==> config.mk <==
export PLATFORM = sky130hd
export DESIGN_NAME = memory_col_arbiter
export DESIGN_NICKNAME = d
export VERILOG_FILES = /design/src/rtl/memory_col_arbiter.sv
export SDC_FILE = /design/constraint.sdc
export NUM_CORES = 1
export LEC_CHECK = 0
export CELL_PAD_IN_SITES_DETAIL_PLACEMENT = 2
export CELL_PAD_IN_SITES_GLOBAL_PLACEMENT = 2
export CORE_ASPECT_RATIO = 1.2
export CORE_MARGIN = 4
export CORE_UTILIZATION = 18
export DETAILED_ROUTE_END_ITERATION = 12
export PLACE_DENSITY = 0.95
export SYNTH_ARGS = -nofsm -noshare
export SYNTH_HDL_FRONTEND = slang
export SYNTH_SLANG_ARGS = --single-unit
==> constraint.sdc <==
create_clock -name clk -period 2.9 [get_ports clk]
set_clock_uncertainty 0.2 [all_clocks]
set_input_delay 0.58 -clock clk [delete_from_list [all_inputs] [get_ports clk]]
set_output_delay 0.58 -clock clk [all_outputs]
set_load 0.1 [all_outputs]
==> src/rtl/memory_col_arbiter.sv <==
`default_nettype none
// ============================================================================
// Module   : memory_col_arbiter
// Purpose  : Sequencer/arbiter in front of a single-port memory column.
//            After reset it sweeps every word to INIT_VAL, then shares the
//            one access port between NUM_REQ requesters using round-robin
//            arbitration (one access per cycle). Read data from the column's
//            1-cycle registered read port is routed back to the requester
//            that issued the read.
// Ports    : clk, rst             - clock, synchronous active-high reset
//            req_valid/we/addr/wdata - per-requester request (packed buses)
//            req_ready            - one-hot grant
//            rsp_valid/rsp_rdata  - one-hot read response + data
//            init_done            - clear sweep finished
//            mem_addr/mem_wr_data/mem_byte_en/mem_rd_data - column port
// Revision : 1.0 - initial release
// ============================================================================
module memory_col_arbiter #(
    parameter int                NUM_REQ  = 4,
    parameter int                ADDR_W   = 10,
    parameter int                DATA_W   = 8,
    parameter int                DEPTH    = 1024,
    parameter logic [DATA_W-1:0] INIT_VAL = '0
) (
    input  logic                        clk,
    input  logic                        rst,
    input  logic [NUM_REQ-1:0]          req_valid,
    input  logic [NUM_REQ-1:0]          req_we,
    input  logic [NUM_REQ*ADDR_W-1:0]   req_addr,
    input  logic [NUM_REQ*DATA_W-1:0]   req_wdata,
    output logic [NUM_REQ-1:0]          req_ready,
    output logic [NUM_REQ-1:0]          rsp_valid,
    output logic [DATA_W-1:0]           rsp_rdata,
    output logic                        init_done,
    output logic [ADDR_W-1:0]           mem_addr,
    output logic [DATA_W-1:0]           mem_wr_data,
    output logic                        mem_byte_en,
    input  logic [DATA_W-1:0]           mem_rd_data
);

    localparam int PTR_W = (NUM_REQ > 1) ? $clog2(NUM_REQ) : 1;

    typedef enum logic [0:0] {
        ST_INIT = 1'b0,
        ST_RUN  = 1'b1
    } state_t;

    state_t              r_state;
    logic [ADDR_W-1:0]   r_init_cnt;
    logic [PTR_W-1:0]    r_rr_ptr;
    logic                r_rd_pending;
    logic [PTR_W-1:0]    r_rd_id;
    logic                r_init_done;

    logic [NUM_REQ-1:0]  w_grant;
    logic [PTR_W-1:0]    w_gnt_idx;
    logic                w_gnt_any;
    logic                w_gnt_we;
    logic                w_run;

    // Grants are only visible in RUN and never while reset is asserted.
    assign w_run = (r_state == ST_RUN) && !rst;

    // Round-robin search: try candidates rr_ptr, rr_ptr+1, ... (mod NUM_REQ)
    // and take the first valid one. The inner loop keeps every bit select
    // constant so the candidate index never has to be a variable index.
    always_comb begin
        w_grant   = '0;
        w_gnt_idx = '0;
        w_gnt_any = 1'b0;
        for (int k = 0; k < NUM_REQ; k++) begin
            for (int i = 0; i < NUM_REQ; i++) begin
                if (!w_gnt_any && req_valid[i] &&
                    (i == ((int'(r_rr_ptr) + k) % NUM_REQ))) begin
                    w_gnt_any  = 1'b1;
                    w_gnt_idx  = PTR_W'(i);
                    w_grant[i] = 1'b1;
                end
            end
        end
    end

    assign req_ready = w_run ? w_grant : '0;

    // Memory port mux: the clear sweep owns the port in INIT, the granted
    // requester owns it in RUN.
    always_comb begin
        mem_addr    = '0;
        mem_wr_data = '0;
        mem_byte_en = 1'b0;
        w_gnt_we    = 1'b0;
        for (int i = 0; i < NUM_REQ; i++) begin
            if (w_grant[i]) begin
                w_gnt_we = req_we[i];
            end
        end
        if (!rst) begin
            if (r_state == ST_INIT) begin
                mem_addr    = r_init_cnt;
                mem_wr_data = INIT_VAL;
                mem_byte_en = 1'b1;
            end else begin
                for (int i = 0; i < NUM_REQ; i++) begin
                    if (w_grant[i]) begin
                        mem_addr    = req_addr[i*ADDR_W +: ADDR_W];
                        mem_wr_data = req_wdata[i*DATA_W +: DATA_W];
                        mem_byte_en = req_we[i];
                    end
                end
            end
        end
    end

    // Response strobe is decoded from the registered pending/id pair. It is
    // gated by rst so a read accepted just before reset never responds.
    always_comb begin
        rsp_valid = '0;
        if (!rst && r_rd_pending) begin
            for (int i = 0; i < NUM_REQ; i++) begin
                if (r_rd_id == PTR_W'(i)) begin
                    rsp_valid[i] = 1'b1;
                end
            end
        end
    end

    // The column's read data is already registered, so it passes straight
    // through in the cycle after acceptance.
    assign rsp_rdata = mem_rd_data;
    assign init_done = r_init_done;

    always_ff @(posedge clk) begin
        if (rst) begin
            r_state      <= ST_INIT;
            r_init_cnt   <= '0;
            r_rr_ptr     <= '0;
            r_rd_pending <= 1'b0;
            r_rd_id      <= '0;
            r_init_done  <= 1'b0;
        end else if (r_state == ST_INIT) begin
            r_init_cnt   <= r_init_cnt + 1'b1;
            r_rd_pending <= 1'b0;
            if (r_init_cnt == ADDR_W'(DEPTH - 1)) begin
                r_state     <= ST_RUN;
                r_init_done <= 1'b1;
            end
        end else begin
            r_rd_pending <= w_gnt_any && !w_gnt_we;
            r_rd_id      <= w_gnt_idx;
            if (w_gnt_any) begin
                r_rr_ptr <= (w_gnt_idx == PTR_W'(NUM_REQ - 1)) ? '0
                                                               : w_gnt_idx + 1'b1;
            end
        end
    end

endmodule
`default_nettype wire

==> reports/summary.md <==
The tools report the fraction of the yosys area taken by sequential cells as 0.200. The final-report max-slew violation count came out at 0. The run gives 0.237 as the global-route usage over all layers.

The power consumption was 0.896 mW; the internal power was 0.582 mW. The category of the critical setup timing path is input port to output pin. The tools report the instance count after placement with tap cells included as 478. Final HPWL from detailed placement: 8580 um.

The routed design has 14,700 um of wire. The most common cell after layout, fill and taps aside is clkdlybuf4s50_1. Traced cell by cell, the critical path runs through buf_8, or3_4, o311ai_4, and2_4, buf_6, buf_12, a221oi_4, a311oi_4, buf_12. The logs give 2 for the number of buffers on the longest clock path and 0 for the count of warnings emitted by yosys. The run gives 494 as the number of cells in the finished layout apart from fillers. At the end of the flow, the number of nets in the layout was 466. Max-cap violations in this run came to 0. The proportion of netlist area held by the largest area contributor works out to 0.200. The fraction of power spent switching nets was 0.351; the endpoint required time on the critical path was 2.12 ns. The wire length of the first global-routing pass is 20,200 um, and the full die area is 11,100 um^2. The number of antenna violations at the first check in global routing is 0. The finished cells cover 4400 um^2. Of all nets on the critical path, the largest fanout is 5. The combined buffer and inverter count along the critical path was 4; the number of clock sinks was 17. The CTS clock-pin slew for the worst setup and hold paths came out at 0.07 ns.

The tools report the deepest level of the CTS H-tree as 1. The run gives 0 as the number of diodes added for antenna fixing. The tools report the starting density of the core as 0.187. The logs give 9130 um^2 for the floorplan core area and 0 for the total global routing overflow. The slowest stage cell on the critical path is or3_4.

The ratio of cells with drive above 1 in the final layout came out at 0.412. Synthesis produced a netlist with a net count of 321. Data on the critical path arrives at its endpoint at 2.22 ns.

The first routing iteration left 104 violations. The analysis attributes to cell leakage a power of 1.66 nW. The worst setup path is captured at an output pin.

Across the VDD grid, the largest voltage drop is 0.135 mV. During I/O placement, the number of pins put on the boundary was 126. After floorplanning, the core was divided into 38 placement rows. For the finished layout, the period the worst path requires is 3.00 ns. Setup repair after global routing could not meet its margin everywhere. Summing every instance area after synthesis gives 1700 um^2. The sequential fraction of design power was 0.269; the slack of the critical path was -0.0996 ns.

Startpoint type of the worst setup path: an input port. In the synthesized netlist, the number of instances is 230. The power share of the clock group came out at 0.213.

For the total via count in the routed design, the log shows 2,622. The cell sitting at the root of the clock tree is a clkbuf_8. Worst slew slack as a fraction of its limit: 0.638. The cell type with the highest aggregate area in the netlist was dfxtp_1. Worst hold-check path type: flip-flop to flip-flop. The post-synthesis register bit count was 17; the actual transition at the worst max-transition pin was 0.543 ns. The tools report the net switching power as 0.314 mW. Count of port buffers added during placement: 109. The tightest hold path in the finished design has a slack of 0.351 ns. In the layout the commonest cells are clkdlybuf4s50_1 (76), buf_4 (40), buf_12 (35), nor2_1 (26), dfxtp_1 (15). The congestion estimate from routability-driven global placement came to 0.882.

The largest net degree at the start of global routing was 20. Measured along the x axis, the die boundary spans 96.8 um. The first detailed-routing pass took 6 iterations.

The part of the total power dissipated in combinational logic is 0.518. A synthesized cell averages 7.41 um^2. The checks that failed: setup timing. The number of buffers inserted during clock tree synthesis is 3, and the portion of the clock cycle consumed by the worst path in the final layout is 1.03. By area the synthesized netlist is led by dfxtp_1 (20%), a221oi_1 (8.7%), nor2_1 (6.4%), a211o_1 (5.1%), a21boi_0 (4.4%). The later-pin clock latency in the skew report was 0.26 ns. After detailed routing, the number of vias per cell comes to 5.31. By instance count, the cell type seen most on the critical path is buf_12. Hold repair after CTS inserted 0 buffers. The post-place instance area is 3800 um^2.

Counting distinct cell types in the post-synthesis netlist gives 41. In this design, the stage delay of the slowest critical-path cell is 0.40 ns. TritonCTS built the clock tree.

The run finished, with violations left. The run gives 333 MHz as the highest achievable clock rate. The tools report the number of global-route vias before repair as 3,033.

After detailed routing, the number of remaining DRC violations is 0. The total power density per cell area was 204 nW/um^2; the vertical die dimension was 115 um. Layout overhead on the synthesized area: 158%. The kind of cell adding the most delay to the critical path is simple AND/OR/NAND/NOR gates. The count of final hold-check violations was 0; the average detailed-routed wire length per instance was 29.8 um. The detail route stage leaves a number of antenna-violating nets equal to 0. Setup violations remaining at the end of the flow were counted as 19.
==> cell families after synthesis <==
group                      after synthesis  synth area share
AOI/OAI and AO/OA                       89             0.405
and+or+nand+nor                         73             0.210
buffers and inverters                   40             0.126
DFF                                     17             0.200
xor gates and xnor gates                 9            0.0463
muxes                                    1           0.00587
adders and majority gates                1           0.00734
==> flip-flops by register name, summed over array words and instances, names as in the netlist <==
name          flops
init_done         1
r_init_cnt       10
r_rd_id           2
r_rd_pending      1
r_rr_ptr          2
r_state           1
==> power groups by stage <==
stage / sequential (mW) / clock, mW / combinational, mW
final: 0.241 / 0.191 / 0.464
after CTS: 0.240 / 0.180 / 0.424
after detailed placement: 0.247 / 0 / 0.351
after floorplan: 0.245 / 0 / 0.195
after global placement: 0.246 / 0 / 0.334
after global routing: 0.241 / 0.201 / 0.482
==> worst paths after layout <==
| kind | startpoint | endpoint | slack [ns] | depth (start not counted) |
|---|---|---|---|---|
| worst min-delay path | init_done | init_done | 0.35 | 2 |
| worst max-delay path | req_valid[1] | mem_byte_en | -0.1 | 9 |
| worst max register to register | r_state | r_init_cnt[9] | 0.42 | 7 |
| worst min register to register | init_done | init_done | 0.35 | 2 |
==> synth_stat cells (all sizes together) <==
cell	count
nor2	29
buf	20
a221oi	19
dfxtp	17
nand3	13
inv	12
a211o	10
a21boi	10
o21bai	10
o22ai	10
a21oi	8
clkbuf	8
o31ai	8
and3	6
nand2	6
nor2b	5
xor2	5
nand2b	4
o21ai	4
xnor2	4
and2	3
a211oi	2
nor3	2
nor3b	2
or3	2
a311oi	1
a31o	1
and4	1
ha	1
mux2i	1
o211a	1
o221a	1
o221ai	1
o311a	1
o311ai	1
o41ai	1
==> layout make-up <==
cell class | count | area, um^2
timing repair buffer | 168 | 2050
clock buffer | 3 | 41.3
fill | 909 | 4730
multi-input combinational | 173 | 1760
inverter | 12 | 45.0
sequential | 17 | 348
tap | 120 | 150
clock inverter | 1 | 5.00
==> layer usage <==
layer,part of all wire,up-vias,global-route usage
met4,0.039,0,0.0805
met3,0.057,35,0.0555
met2,0.53,111,0.462
met5,0,-,0
li1,-,1155,-
met1,0.37,1321,0.247
==> metrics by stage <==
step / worst slack, ns / util / TNS (ns)
2_1_floorplan: -0.257 / - / -2.16
3_3_place_gp: -0.468 / 0.416 / -8.27
3_5_place_dp: -0.588 / 0.416 / -11.03
4_1_cts: -0.0504 / 0.466 / -0.0866
5_1_grt: -0.135 / 0.482 / -1.26
6_report: -0.0996 / 0.482 / -0.657
==> worst min-delay path, cell delays in order, from the launching register on <==
cell and delay (ns):
dfxtp_1 0.35, a21oi_1 0.07, nor2_1 0.09
==> timing repair <==
item	CTS	global route
setup buffers	11	4
gates resized for setup	66	15
endpoints found under the setup margin	23	19
pin swaps	32	6
cloned	5	1
No activity file was read; power rests on OpenSTA's default activity.
